[src/rtl/fifo_frame_packer_if.sv]
// rtl/fifo_frame_packer_if.sv - FIFO read-side and output stream bundle for fifo_frame_packer
//
// Ports carried:
//   fifo_empty  FIFO empty flag            (env -> packer)
//   fifo_dout   FIFO read data             (env -> packer), valid one cycle after a pop
//   fifo_rd_en  FIFO pop request           (packer -> env)
//   m_valid     output word valid          (packer -> env)
//   m_ready     downstream ready           (env -> packer)
//   m_data      output word                (packer -> env)
//   m_sof       first data word of frame   (packer -> env)
//   m_eof       checksum word of frame     (packer -> env)
// master = the packer, slave = the FIFO / downstream side.
interface fifo_frame_packer_if #(
  parameter int DW = 16
);
  logic          fifo_empty;
  logic [DW-1:0] fifo_dout;
  logic          fifo_rd_en;
  logic          m_valid;
  logic          m_ready;
  logic [DW-1:0] m_data;
  logic          m_sof;
  logic          m_eof;

  modport master (
    input  fifo_empty, fifo_dout, m_ready,
    output fifo_rd_en, m_valid, m_data, m_sof, m_eof
  );

  modport slave (
    output fifo_empty, fifo_dout, m_ready,
    input  fifo_rd_en, m_valid, m_data, m_sof, m_eof
  );
endinterface

[src/rtl/fifo_frame_packer.sv]
// rtl/fifo_frame_packer.sv - packs FIFO words into checksummed frames on a valid/ready stream
//
// Pops the read side of a dual-clock FIFO, groups every FRAME_LEN data words into a
// frame and appends one checksum word (sum of the frame's data words, carries dropped).
// Ports:
//   rclk       FIFO read clock
//   rst_n      asynchronous reset, active low
//   bus        fifo_frame_packer_if.master (fifo_empty/fifo_dout/fifo_rd_en,
//              m_valid/m_ready/m_data/m_sof/m_eof)
//   frame_cnt  completed frames, wraps 0xFFFF -> 0
module fifo_frame_packer #(
  parameter int DW        = 16,
  parameter int FRAME_LEN = 10,
  parameter int CNT_W     = 4
) (
  input  logic                 rclk,
  input  logic                 rst_n,
  fifo_frame_packer_if.master  bus,
  output logic [15:0]          frame_cnt
);

  typedef enum logic {S_DATA, S_CKSUM} state_t;

  localparam logic [CNT_W-1:0] LEN      = CNT_W'(FRAME_LEN);
  localparam logic [CNT_W-1:0] LAST_IDX = CNT_W'(FRAME_LEN - 1);
  localparam logic [CNT_W-1:0] ONE      = CNT_W'(1);

  state_t         state;
  logic [DW-1:0]  buf_q [2];
  logic [1:0]     buf_cnt;
  logic           inflight;
  logic [CNT_W-1:0] req_cnt;
  logic [CNT_W-1:0] word_idx;
  logic [DW-1:0]  checksum;

  logic           rd_en;
  logic           accept;
  logic           buf_pop;
  logic [2:0]     occupancy;

  // A word already requested but not yet landed still needs a buffer slot,
  // so it counts against the two entries; this is what makes backpressure lossless.
  assign occupancy = {1'b0, buf_cnt} + {2'b00, inflight};
  assign rd_en     = !bus.fifo_empty && (occupancy < 3'd2) && (req_cnt < LEN) && rst_n;

  assign bus.fifo_rd_en = rd_en;
  assign bus.m_valid    = (state == S_CKSUM) || (buf_cnt != 2'd0);
  assign bus.m_data     = (state == S_CKSUM) ? checksum : buf_q[0];
  assign bus.m_sof      = (state == S_DATA) && (buf_cnt != 2'd0) && (word_idx == '0);
  assign bus.m_eof      = (state == S_CKSUM);

  assign accept  = bus.m_valid && bus.m_ready;
  assign buf_pop = accept && (state == S_DATA);

  // Two-entry buffer, entry 0 is the head. A landing word goes to the first free
  // slot after any same-cycle pop has shifted the head out.
  always_ff @(posedge rclk or negedge rst_n) begin
    if (!rst_n) begin
      buf_q[0] <= '0;
      buf_q[1] <= '0;
      buf_cnt  <= 2'd0;
      inflight <= 1'b0;
    end else begin
      inflight <= rd_en;
      if (buf_pop) begin
        buf_q[0] <= buf_q[1];
      end
      if (inflight) begin
        if ((buf_cnt == 2'd0) || ((buf_cnt == 2'd1) && buf_pop)) begin
          buf_q[0] <= bus.fifo_dout;
        end else begin
          buf_q[1] <= bus.fifo_dout;
        end
      end
      buf_cnt <= buf_cnt + {1'b0, inflight} - {1'b0, buf_pop};
    end
  end

  // Frame sequencing. req_cnt stops further pops once a whole frame has been
  // requested, so the next frame is not prefetched until its checksum leaves.
  always_ff @(posedge rclk or negedge rst_n) begin
    if (!rst_n) begin
      state     <= S_DATA;
      word_idx  <= '0;
      req_cnt   <= '0;
      checksum  <= '0;
      frame_cnt <= 16'd0;
    end else begin
      if (rd_en && (req_cnt != LEN)) begin
        req_cnt <= req_cnt + ONE;
      end
      case (state)
        S_DATA: begin
          if (accept) begin
            checksum <= checksum + bus.m_data;
            word_idx <= word_idx + ONE;
            if (word_idx == LAST_IDX) begin
              state <= S_CKSUM;
            end
          end
        end
        S_CKSUM: begin
          if (accept) begin
            checksum  <= '0;
            word_idx  <= '0;
            req_cnt   <= '0;
            frame_cnt <= frame_cnt + 16'd1;
            state     <= S_DATA;
          end
        end
        default: state <= S_DATA;
      endcase
    end
  end

endmodule
[src/flat_wrapper.sv]
// flat-port wrapper written by rule: the top's interface ports become plain ports
module fifo_frame_packer_flat 
#(
  parameter int DW        = 16,
  parameter int FRAME_LEN = 10,
  parameter int CNT_W     = 4
)
  (rclk, rst_n, frame_cnt, bus_fifo_empty, bus_fifo_dout, bus_m_ready, bus_fifo_rd_en, bus_m_valid, bus_m_data, bus_m_sof, bus_m_eof);
  fifo_frame_packer_if #(.DW(DW)) bus_i ();
  input  logic rclk;
  input  logic rst_n;
  output logic [15:0] frame_cnt;
  input wire logic [$bits(bus_i.fifo_empty)-1:0] bus_fifo_empty;
  input wire logic [$bits(bus_i.fifo_dout)-1:0] bus_fifo_dout;
  input wire logic [$bits(bus_i.m_ready)-1:0] bus_m_ready;
  output wire logic [$bits(bus_i.fifo_rd_en)-1:0] bus_fifo_rd_en;
  output wire logic [$bits(bus_i.m_valid)-1:0] bus_m_valid;
  output wire logic [$bits(bus_i.m_data)-1:0] bus_m_data;
  output wire logic [$bits(bus_i.m_sof)-1:0] bus_m_sof;
  output wire logic [$bits(bus_i.m_eof)-1:0] bus_m_eof;
  assign bus_i.fifo_empty = bus_fifo_empty;
  assign bus_i.fifo_dout = bus_fifo_dout;
  assign bus_i.m_ready = bus_m_ready;
  assign bus_fifo_rd_en = bus_i.fifo_rd_en;
  assign bus_m_valid = bus_i.m_valid;
  assign bus_m_data = bus_i.m_data;
  assign bus_m_sof = bus_i.m_sof;
  assign bus_m_eof = bus_i.m_eof;
  fifo_frame_packer #(.DW(DW), .FRAME_LEN(FRAME_LEN), .CNT_W(CNT_W)) u_core (.rclk(rclk), .rst_n(rst_n), .bus(bus_i), .frame_cnt(frame_cnt));
endmodule
[config.mk]
export PLATFORM = sky130hd
export DESIGN_NAME = fifo_frame_packer_flat
export DESIGN_NICKNAME = d
export VERILOG_FILES = /design/src/rtl/fifo_frame_packer_if.sv /design/src/rtl/fifo_frame_packer.sv /design/src/flat_wrapper.sv
export SDC_FILE = /design/constraint.sdc
export NUM_CORES = 1
export LEC_CHECK = 0
export BUFFER_PORTS_ARGS = -buffer_cell sky130_fd_sc_hd__buf_4
export CAP_MARGIN = 15
export CORE_ASPECT_RATIO = 0.8
export CORE_UTILIZATION = 45
export DETAILED_ROUTE_END_ITERATION = 10
export PLACE_DENSITY = 0.66
export SYNTH_ARGS = -nofsm -noshare
export SYNTH_HDL_FRONTEND = slang
export SYNTH_SLANG_ARGS = --single-unit
export TNS_END_PERCENT = 50
[constraint.sdc]
create_clock -name rclk -period 4.3 [get_ports rclk]
set_input_delay 0.86 -clock rclk [delete_from_list [all_inputs] [get_ports rclk]]
set_output_delay 0.86 -clock rclk [all_outputs]
set_load 0.005 [all_outputs]
==> results of run 1 <==
## metal layers
| layer | global-route usage | up-vias |
|---|---|---|
| li1 | - | 1556 |
| met1 | 0.278 | 1540 |
| met4 | 0.0679 | 0 |
| met2 | 0.303 | 62 |
| met5 | 0 | - |
| met3 | 0.0486 | 12 |
## Yosys cell counts, types with 2 or more instances
cell type	count
buf_2	7
o31ai_1	2
a211oi_1	2
buf_4	2
o21a_1	2
nand3_1	12
a22o_1	5
nand2_1	78
dfrtp_1	76
a32o_1	4
clkbuf_1	6
a21o_1	9
and2_1	5
xnor2_1	20
and3_1	7
a21oi_1	19
mux2_2	49
or3_1	3
mux2i_1	2
ha_1	23
o21ai_0	16
o21bai_1	3
nor4b_1	2
nand4_1	8
inv_1	9
nor2_1	13
nand3b_1	2
xor2_1	7
nor3b_1	4
## registers in the layout (all words and copies together) (netlist names)
signal            count
u_core.buf_cnt        2
u_core.buf_q         32
u_core.bus.m_eof      1
u_core.checksum      16
u_core.frame_cnt     16
u_core.inflight       1
u_core.req_cnt        4
u_core.word_idx       4
## power groups by stage
stage | Combinational (uW) | Clock (uW) | Sequential [uW]
3_3_place_gp | 1830 | 0 | 1230
2_1_floorplan | 1420 | 0 | 1160
5_1_grt | 2110 | 791 | 1270
4_1_cts | 1890 | 760 | 1240
6_report | 1890 | 740 | 1240
3_5_place_dp | 1880 | 0 | 1240
## worst max-delay path, stage by stage, from the launching register on
cell	delay (ps)
dfrtp_1	610
mux2_2	410
ha_1	240
fa_1	410
a21oi_1	190
o21ai_0	100
a21oi_1	410
o31ai_1	130
or3_1	370
a32o_1	250
## kinds of logic after synthesis
family / Yosys count / share of synthesized area
AND/OR/NAND/NOR: 140 / 0.154
adder cells (fa/ha/maj): 24 / 0.0726
flip-flops: 76 / 0.449
buffers and inverters: 25 / 0.0260
XOR/XNOR: 27 / 0.0558
AO/OA/AOI/OAI: 69 / 0.107
multiplexers: 51 / 0.135
## area by class of cell
class / count / area (um^2)
clock buffer: 9 / 225
timing repair buffer: 59 / 443
multi-input combinational: 311 / 2230
clock inverter: 6 / 65.1
fill: 797 / 4080
tap: 115 / 144
sequential: 76 / 1900
inverter: 9 / 33.8
## worst max path at each step
| stage | start | end | slack [ps] | cells past startpoint |
|---|---|---|---|---|
| after floorplan | u_core.bus.m_eof | u_core.checksum[14] | 1170 | 10 |
| after global placement | u_core.bus.m_eof | u_core.checksum[14] | 1200 | 9 |
| after detailed placement | u_core.bus.m_eof | u_core.checksum[14] | 1140 | 9 |
| after CTS | u_core.bus.m_eof | u_core.checksum[14] | 1100 | 9 |
| after global routing | u_core.bus.m_eof | u_core.checksum[14] | 870 | 9 |
| final | u_core.bus.m_eof | u_core.checksum[14] | 1070 | 9 |
## metrics by stage
| step | setup WS [ps] | cell area (um^2) |
|---|---|---|
| floorplan | 1170 | 4240 |
| global placement | 1200 | 4750 |
| detailed placement | 1140 | 4750 |
| CTS | 1100 | 5040 |
| global route | 874 | 5040 |
| finish | 1070 | 5040 |
==> impl_metrics.json, run 1 <==
{
  "drt_pass1_iterations": 4,
  "drt_wl_total_mm": 9.33,
  "synth_enable_flop_cells": 0,
  "cts_htree_levels": 3,
  "drt_iter0_drc": 155,
  "min_from": "u_core.frame_cnt[15]",
  "drcViolationCount": 0,
  "synth_top_area_frac": 0.449,
  "cts_sinks": 76,
  "r2r-start": "u_core.bus.m_eof",
  "worst_pin_slew_ps": 965,
  "reg2reg_slack_ps": 1070,
  "min_period_over_period": 0.752,
  "synth.area.top_cells": "dfrtp_1, mux2_2, nand2_1",
  "critPathArrivalTime_ps": 3450,
  "syn_avg_cell_area_um2": 10.3,
  "hold_viol": 0,
  "p_comb_frac": 0.488,
  "finalSetupViolations": 0,
  "timing.hold.ws_ps": 472,
  "dp.cells": 570,
  "vdd_drop_max_v": 0.000355,
  "yosys_register_bits": 76,
  "grt_usage": 0.199,
  "drive_above_1_share": 0.270,
  "cts_hold_buf": 0,
  "top_layer": "met4",
  "routedWlPerCell_um": 16.0,
  "max_freq_ghz": 0.309,
  "hold_path_class": "reg2reg",
  "async_reset_ff_frac": 1.00,
  "p_leak_uw": 0.00244,
  "relSlewSlack": 0.357,
  "utilization": 0.553,
  "cts_resized": 0,
  "place_congestion": 0.846,
  "min_to": "u_core.frame_cnt[15]",
  "startpoint_type": "flop",
  "synth_area_leader_cell": "dfrtp_1",
  "path_clk_slew_ps": 60,
  "rsz0062_at_grt": "false",
  "avgViaCountPerCell": 5.42,
  "route.met3.wl_um": 465,
  "grt_max_degree": 77,
  "gr-total-overflow": 0,
  "ys_seq_area_frac": 0.449,
  "antenna_left": 0,
  "critPathKind": "reg2reg",
  "power_frac_seq": 0.320,
  "cts_tree": "yes",
  "postCtsSetupBuffers": 0,
  "port_buffers": 55,
  "setup-tns-final_ps": 0,
  "core_area_um2": 9110,
  "power.switching_uw": 1480,
  "cap_violations": 0,
  "pwr-share-clk": 0.191,
  "final_cells": 585,
  "antenna_found_initial": 0,
  "crit_fanout": 10,
  "antenna_cells": 0,
  "grt_first_pass_wirelength_mm": 15.2,
  "synth_flop_cell": "dfrtp_1",
  "required_ps": 4520,
  "status": "finished clean",
  "final_cell_mix": "nand2_1, dfrtp_1, buf_4",
  "chipWidth_um": 110,
  "dieArea_um2": 9810,
  "rr_worst_depth": 9,
  "switching_share": 0.383,
  "wl_met1_mm": 4.71,
  "yosysWarnings": 0,
  "ys_types": 44,
  "grt_pass1_vias": 3010,
  "hpwl_mm": 6.44,
  "cts_buffer_depth": 2,
  "insertion_delay_ps": 330,
  "synth_area_um2": 4240,
  "intPower_uw": 2390,
  "met2_length_mm": 4.05,
  "vias": 3170,
  "final_common_cell": "nand2_1",
  "numCtsBuffers": 9,
  "dieHeight_um": 88.8,
  "power.density_nw_per_um2": 768,
  "finalPower_uw": 3870,
  "fin_crit_ps": 3230,
  "start_util": 0.465,
  "clock_skew_ps": 6.03,
  "finalMaxSlewViolations": 0,
  "syn_nets": 456,
  "area_growth_pct": 18.9,
  "crit_path_end_kind": "flop",
  "whs_path_depth": 1,
  "core.rowCount": 31,
  "final_nets": 510,
  "io_pins": 56,
  "cts_root_buf": "clkbuf_16",
  "reg2reg_to": "u_core.checksum[14]",
  "syn_inst": 412
}
Note: power is estimated with default switching activity, not from simulation.
==> run 2: changes to the inputs <==
ABC_AREA = 1   (was unset)
PLACE_DENSITY = 0.68   (was 0.66)
clock period = 2.8 ns   (was 4.3 ns; I/O delays follow)
==> impl_metrics.json, run 2 <==
{
  "antenna_left": 0,
  "power.switching_uw": 2780,
  "cts_hold_buf": 0,
  "synth_top_area_frac": 0.416,
  "startpoint_type": "flop",
  "dieArea_um2": 10600,
  "final_cell_area_um2": 5370,
  "drcViolationCount": 0,
  "chipWidth_um": 115,
  "synth_enable_flop_cells": 0,
  "setup-tns-final_ps": 0,
  "cts_root_buf": "clkbuf_16",
  "postCtsSetupBuffers": 0,
  "synth_most_common_cell": "nand2_1",
  "cts_buffer_depth": 2,
  "insertion_delay_ps": 340,
  "path_clk_slew_ps": 60,
  "final_common_cell": "nand2_1",
  "placed_area_um2": 5100,
  "hold_viol": 0,
  "cts_htree_levels": 3,
  "fin_crit_ps": 2330,
  "synth_area_um2": 4570,
  "yosys_register_bits": 76,
  "cts_resized": 0,
  "io_pins": 56,
  "avgViaCountPerCell": 4.96,
  "cap_violations": 0,
  "core_area_um2": 9770,
  "synthTopCellsByCount": "nand2_1, dfrtp_1, inv_1, o21ai_0, nand3_1",
  "critPathKind": "reg2reg",
  "switching_share": 0.451,
  "hpwl_mm": 7.92,
  "syn_inst": 618,
  "p_leak_uw": 0.00290,
  "max_freq_ghz": 0.428,
  "drt_wl_total_mm": 11.0,
  "routedWlPerCell_um": 13.4,
  "place_congestion": 0.878,
  "drt_iter0_drc": 345,
  "fill_cells": 948,
  "regMostFlops": "u_core.buf_q",
  "rsz0062_at_grt": "false",
  "syn_nets": 662,
  "port_buffers": 55,
  "dieHeight_um": 92.2,
  "largest_reg_flops": 32,
  "core.rowCount": 32,
  "grt_usage": 0.231,
  "top_regs": "u_core.buf_q (32), u_core.checksum (16), u_core.frame_cnt (16)",
  "area_growth_pct": 17.5,
  "clock_skew_ps": 4.89,
  "cts_tree": "yes",
  "yosysWarnings": 0,
  "crit_path_end_kind": "flop",
  "drive_above_1_share": 0.140,
  "crit_fanout": 25,
  "relSlewSlack": 0.357,
  "synth.area.top_cells": "dfrtp_1, nand2_1, ha_1",
  "gr-total-overflow": 0,
  "vias": 4043,
  "async_reset_ff_frac": 1.00,
  "final_cell_mix": "nand2_1, inv_1, dfrtp_1",
  "start_util": 0.468,
  "vdd_drop_max_v": 0.000597,
  "drt_pass1_iterations": 5,
  "grt_pass1_vias": 3793,
  "synth_flop_cell": "dfrtp_1",
  "finalSetupViolations": 0,
  "p_comb_frac": 0.531,
  "antenna_found_initial": 1,
  "min_period_over_period": 0.834,
  "power_frac_seq": 0.296,
  "finalMaxSlewViolations": 0,
  "cts_sinks": 76,
  "power.density_nw_per_um2": 1150,
  "required_ps": 3030,
  "hold_path_class": "in2reg",
  "worst_pin_slew_ps": 964,
  "place_ws_ps": 490,
  "setup_ws_ps": 466,
  "final_nets": 718,
  "numCtsBuffers": 9,
  "critPathArrivalTime_ps": 2560,
  "grt_max_degree": 77,
  "grt_first_pass_wirelength_mm": 18.7,
  "syn_avg_cell_area_um2": 7.40,
  "ys_types": 30,
  "intPower_uw": 3380,
  "synth_area_leader_cell": "dfrtp_1",
  "antenna_cells": 0,
  "ys_seq_area_frac": 0.416,
  "pwr-share-clk": 0.173,
  "status": "finished clean"
}
[run 2: cell types whose count changed in the layout (fill, tap and decap cells not counted), moves of 6 or more]
cell,delta
a21o_1,-9
and3_1,-6
inv_1,+67
mux2_2,-49
nand2_1,+150
nand3_1,+24
nand3_2,+6
nor2_1,+10
nor3_1,+9
o21ai_0,+32
o21ai_1,+11
xnor2_1,-14
xor2_1,+7
[run 2: cells by family after synthesis]
group | count (synthesis) | synth area share
AO/OA/AOI/OAI | 80 | 0.0906
AND/OR/NAND/NOR | 320 | 0.295
flip-flops | 76 | 0.416
buffers and inverters | 98 | 0.0925
XOR/XNOR | 20 | 0.0383
adder cells (fa/ha/maj) | 24 | 0.0673
[run 2: final cells by class]
class	instances	area (um^2)	area share
Tap cell	136	170	0.0317
Clock buffer	11	233	0.0433
Timing Repair Buffer	64	484	0.0901
Clock inverter	5	37.5	0.00698
Inverter	79	299	0.0556
Multi-Input combinational cell	444	2250	0.418
Sequential cell	76	1900	0.354
[run 2: through the flow]
stage                     hold slack [ps]  cells  power, uW  utilization
after floorplan                       264    618       4140            -
after global placement                469    798       4970        0.521
after detailed placement              471    799       5080        0.522
after CTS                             422    815       6180        0.550
after global routing                  435    815       6770        0.550
final                                 430    815       6170        0.550
[run 2: path summary, 6_finish.rpt]
path | depth (start not counted) | slack, ps | startpoint | endpoint
worst min register to register | 2 | 490 | u_core.buf_q[14] | u_core.buf_q[14]
min in group asynchronous | 2 | 460 | rst_n | u_core.buf_q[2]
worst min-delay path | 3 | 430 | bus_fifo_dout[6] | u_core.buf_q[6]
max in group asynchronous | 2 | 1690 | rst_n | u_core.frame_cnt[15]
worst max register to register | 11 | 470 | u_core.bus.m_eof | u_core.buf_q[26]
worst max-delay path | 11 | 470 | u_core.bus.m_eof | u_core.buf_q[26]
[run 2: power groups by stage]
| stage | Sequential (uW) | Combinational (uW) | Clock [uW] |
|---|---|---|---|
| 6_report | 1820 | 3270 | 1070 |
| 5_1_grt | 1880 | 3750 | 1130 |
| 4_1_cts | 1820 | 3270 | 1090 |
| 3_5_place_dp | 1840 | 3240 | 0 |
| 3_3_place_gp | 1820 | 3150 | 0 |
| 2_1_floorplan | 1760 | 2380 | 0 |
[run 2: layer usage]
layer  up-vias  track usage  wire length (um)
li1       2062            -                 -
met1      1880        0.333              5410
met2        94        0.342              4800
met3         7       0.0542               647
met4         0       0.0671                99
met5         -            0                 0
[run 2: critical path: stages, from the launching register on]
cell and delay [ps]:
dfrtp_1 510, inv_2 170, nand2_2 130, nand2_4 170
inv_4 130, nand2_4 50, buf_4 200, inv_2 220
buf_4 340, o21ai_0 140, nand2_1 90, nand2_1 70
==> run 3: changes to the inputs <==
PLACE_DENSITY = 0.65   (was 0.68)
clock period = 2.3 ns   (was 2.8 ns; I/O delays follow)
==> impl_metrics.json, run 3 (synthesis gave the netlist of run 2 again) <==
{
  "status": "finished clean",
  "path_clk_slew_ps": 60,
  "finalMaxSlewViolations": 0,
  "avgViaCountPerCell": 4.92,
  "antenna_left": 0,
  "drt_iter0_drc": 229,
  "place_ws_ps": -2.19,
  "hpwl_mm": 8.25,
  "finalSetupViolations": 0,
  "drive_above_1_share": 0.165,
  "hold_path_class": "in2async",
  "final_common_cell": "nand2_1",
  "final_cell_mix": "nand2_1, buf_4, inv_1",
  "cts_sinks": 76,
  "largest_reg_flops": 32,
  "fin_crit_ps": 2200,
  "antenna_found_initial": 0,
  "relSlewSlack": 0.489,
  "cap_violations": 0,
  "critPathArrivalTime_ps": 2460,
  "cts_hold_buf": 0,
  "core.rowCount": 32,
  "drcViolationCount": 0,
  "drt_wl_total_mm": 11.1,
  "vias": 4072,
  "crit_fanout": 8,
  "cts_root_buf": "clkbuf_16",
  "regMostFlops": "u_core.buf_q",
  "reg2reg_slack_ps": 100,
  "chipWidth_um": 115,
  "area_growth_pct": 20.4,
  "power.switching_uw": 3430,
  "cts_tree": "yes",
  "numCtsBuffers": 9,
  "timing.hold.ws_ps": 238,
  "io_pins": 56,
  "dieHeight_um": 92.2,
  "dieArea_um2": 10600,
  "place_congestion": 0.921,
  "gr-total-overflow": 0,
  "antenna_cells": 0,
  "worst_pin_slew_ps": 766,
  "p_leak_uw": 0.00297,
  "cts_buffer_depth": 2,
  "vdd_drop_max_v": 0.000594,
  "max_freq_ghz": 0.454,
  "startpoint_type": "flop",
  "insertion_delay_ps": 330,
  "p_comb_frac": 0.538,
  "setup_ws_ps": 95.6,
  "pwr-share-clk": 0.178,
  "power_frac_seq": 0.284,
  "grt_usage": 0.232,
  "power.density_nw_per_um2": 1420,
  "min_period_over_period": 0.958,
  "top_regs": "u_core.buf_q (32), u_core.checksum (16), u_core.frame_cnt (16)",
  "core_area_um2": 9770,
  "required_ps": 2560,
  "grt_pass1_vias": 3771,
  "critPathKind": "reg2reg",
  "routedWlPerCell_um": 13.5,
  "cts_htree_levels": 3,
  "hold_viol": 0,
  "switching_share": 0.440,
  "crit_path_end_kind": "flop",
  "start_util": 0.468,
  "final_nets": 731,
  "port_buffers": 55,
  "grt_first_pass_wirelength_mm": 18.7,
  "clock_skew_ps": 7.15,
  "grt_max_degree": 40,
  "intPower_uw": 4370,
  "drt_pass1_iterations": 5
}
-- run 3: per-layer routing --
layer	vias up	GRT usage	wire length [um]
met4	0	0.0649	157
met5	-	0	0
met2	92	0.340	4750
li1	2093	-	-
met3	11	0.0463	475
met1	1876	0.345	5750
-- run 3: layout make-up --
cell class	count	area (um^2)
Clock buffer	12	236
Clock inverter	4	50.0
Multi-Input combinational cell	444	2270
Tap cell	136	170
Timing Repair Buffer	77	578
Sequential cell	76	1900
Fill cell	968	4270
Inverter	79	299
-- run 3: power by group through the flow --
stage / clock, uW / sequential, uW / combinational (uW)
6_report: 1390 / 2220 / 4190
5_1_grt: 1480 / 2290 / 4810
4_1_cts: 1420 / 2220 / 4150
2_1_floorplan: 0 / 2150 / 2900
3_5_place_dp: 0 / 2240 / 4110
3_3_place_gp: 0 / 2210 / 4010
-- run 3: critical path, stage by stage, from the launching register on --
cell and delay [ps]:
dfrtp_2 450, o21ai_0 410, ha_1 340, or2_2 300, and2_1 210, nand2_1 70, nand3_1 100, nand2_1 80
nand2_1 40, o21ai_0 130
-- run 3: repair_timing --
item | 4_1_cts | 5_1_grt
setup endpoints to repair | 4 | 10
buffers inserted | 0 | 1
pin swaps | 0 | 2
cloned | 0 | 0
resized for setup | 2 | 11
-- run 3: stage by stage --
step / area (um^2) / cells / TNS (ps) / total power [uW] / utilization
2_1_floorplan: 4570 / 618 / 0 / 5040 / -
3_3_place_gp: 5190 / 811 / 0 / 6220 / 0.531
3_5_place_dp: 5190 / 811 / -2.19 / 6350 / 0.531
4_1_cts: 5480 / 827 / 0 / 7790 / 0.561
5_1_grt: 5500 / 828 / -40.0 / 8580 / 0.563
6_report: 5500 / 828 / 0 / 7800 / 0.563
-- run 3: final timing paths --
path | startpoint | end | cells past startpoint
min in group rclk | bus_fifo_dout[5] | u_core.buf_q[5] | 3
worst max-delay path | u_core.bus.m_eof | u_core.checksum[8] | 9
max in group asynchronous | rst_n | u_core.bus.m_eof | 3
worst min register to register | u_core.buf_q[14] | u_core.buf_q[14] | 2
worst max register to register | u_core.bus.m_eof | u_core.checksum[8] | 9
worst min-delay path | rst_n | u_core.checksum[4] | 2
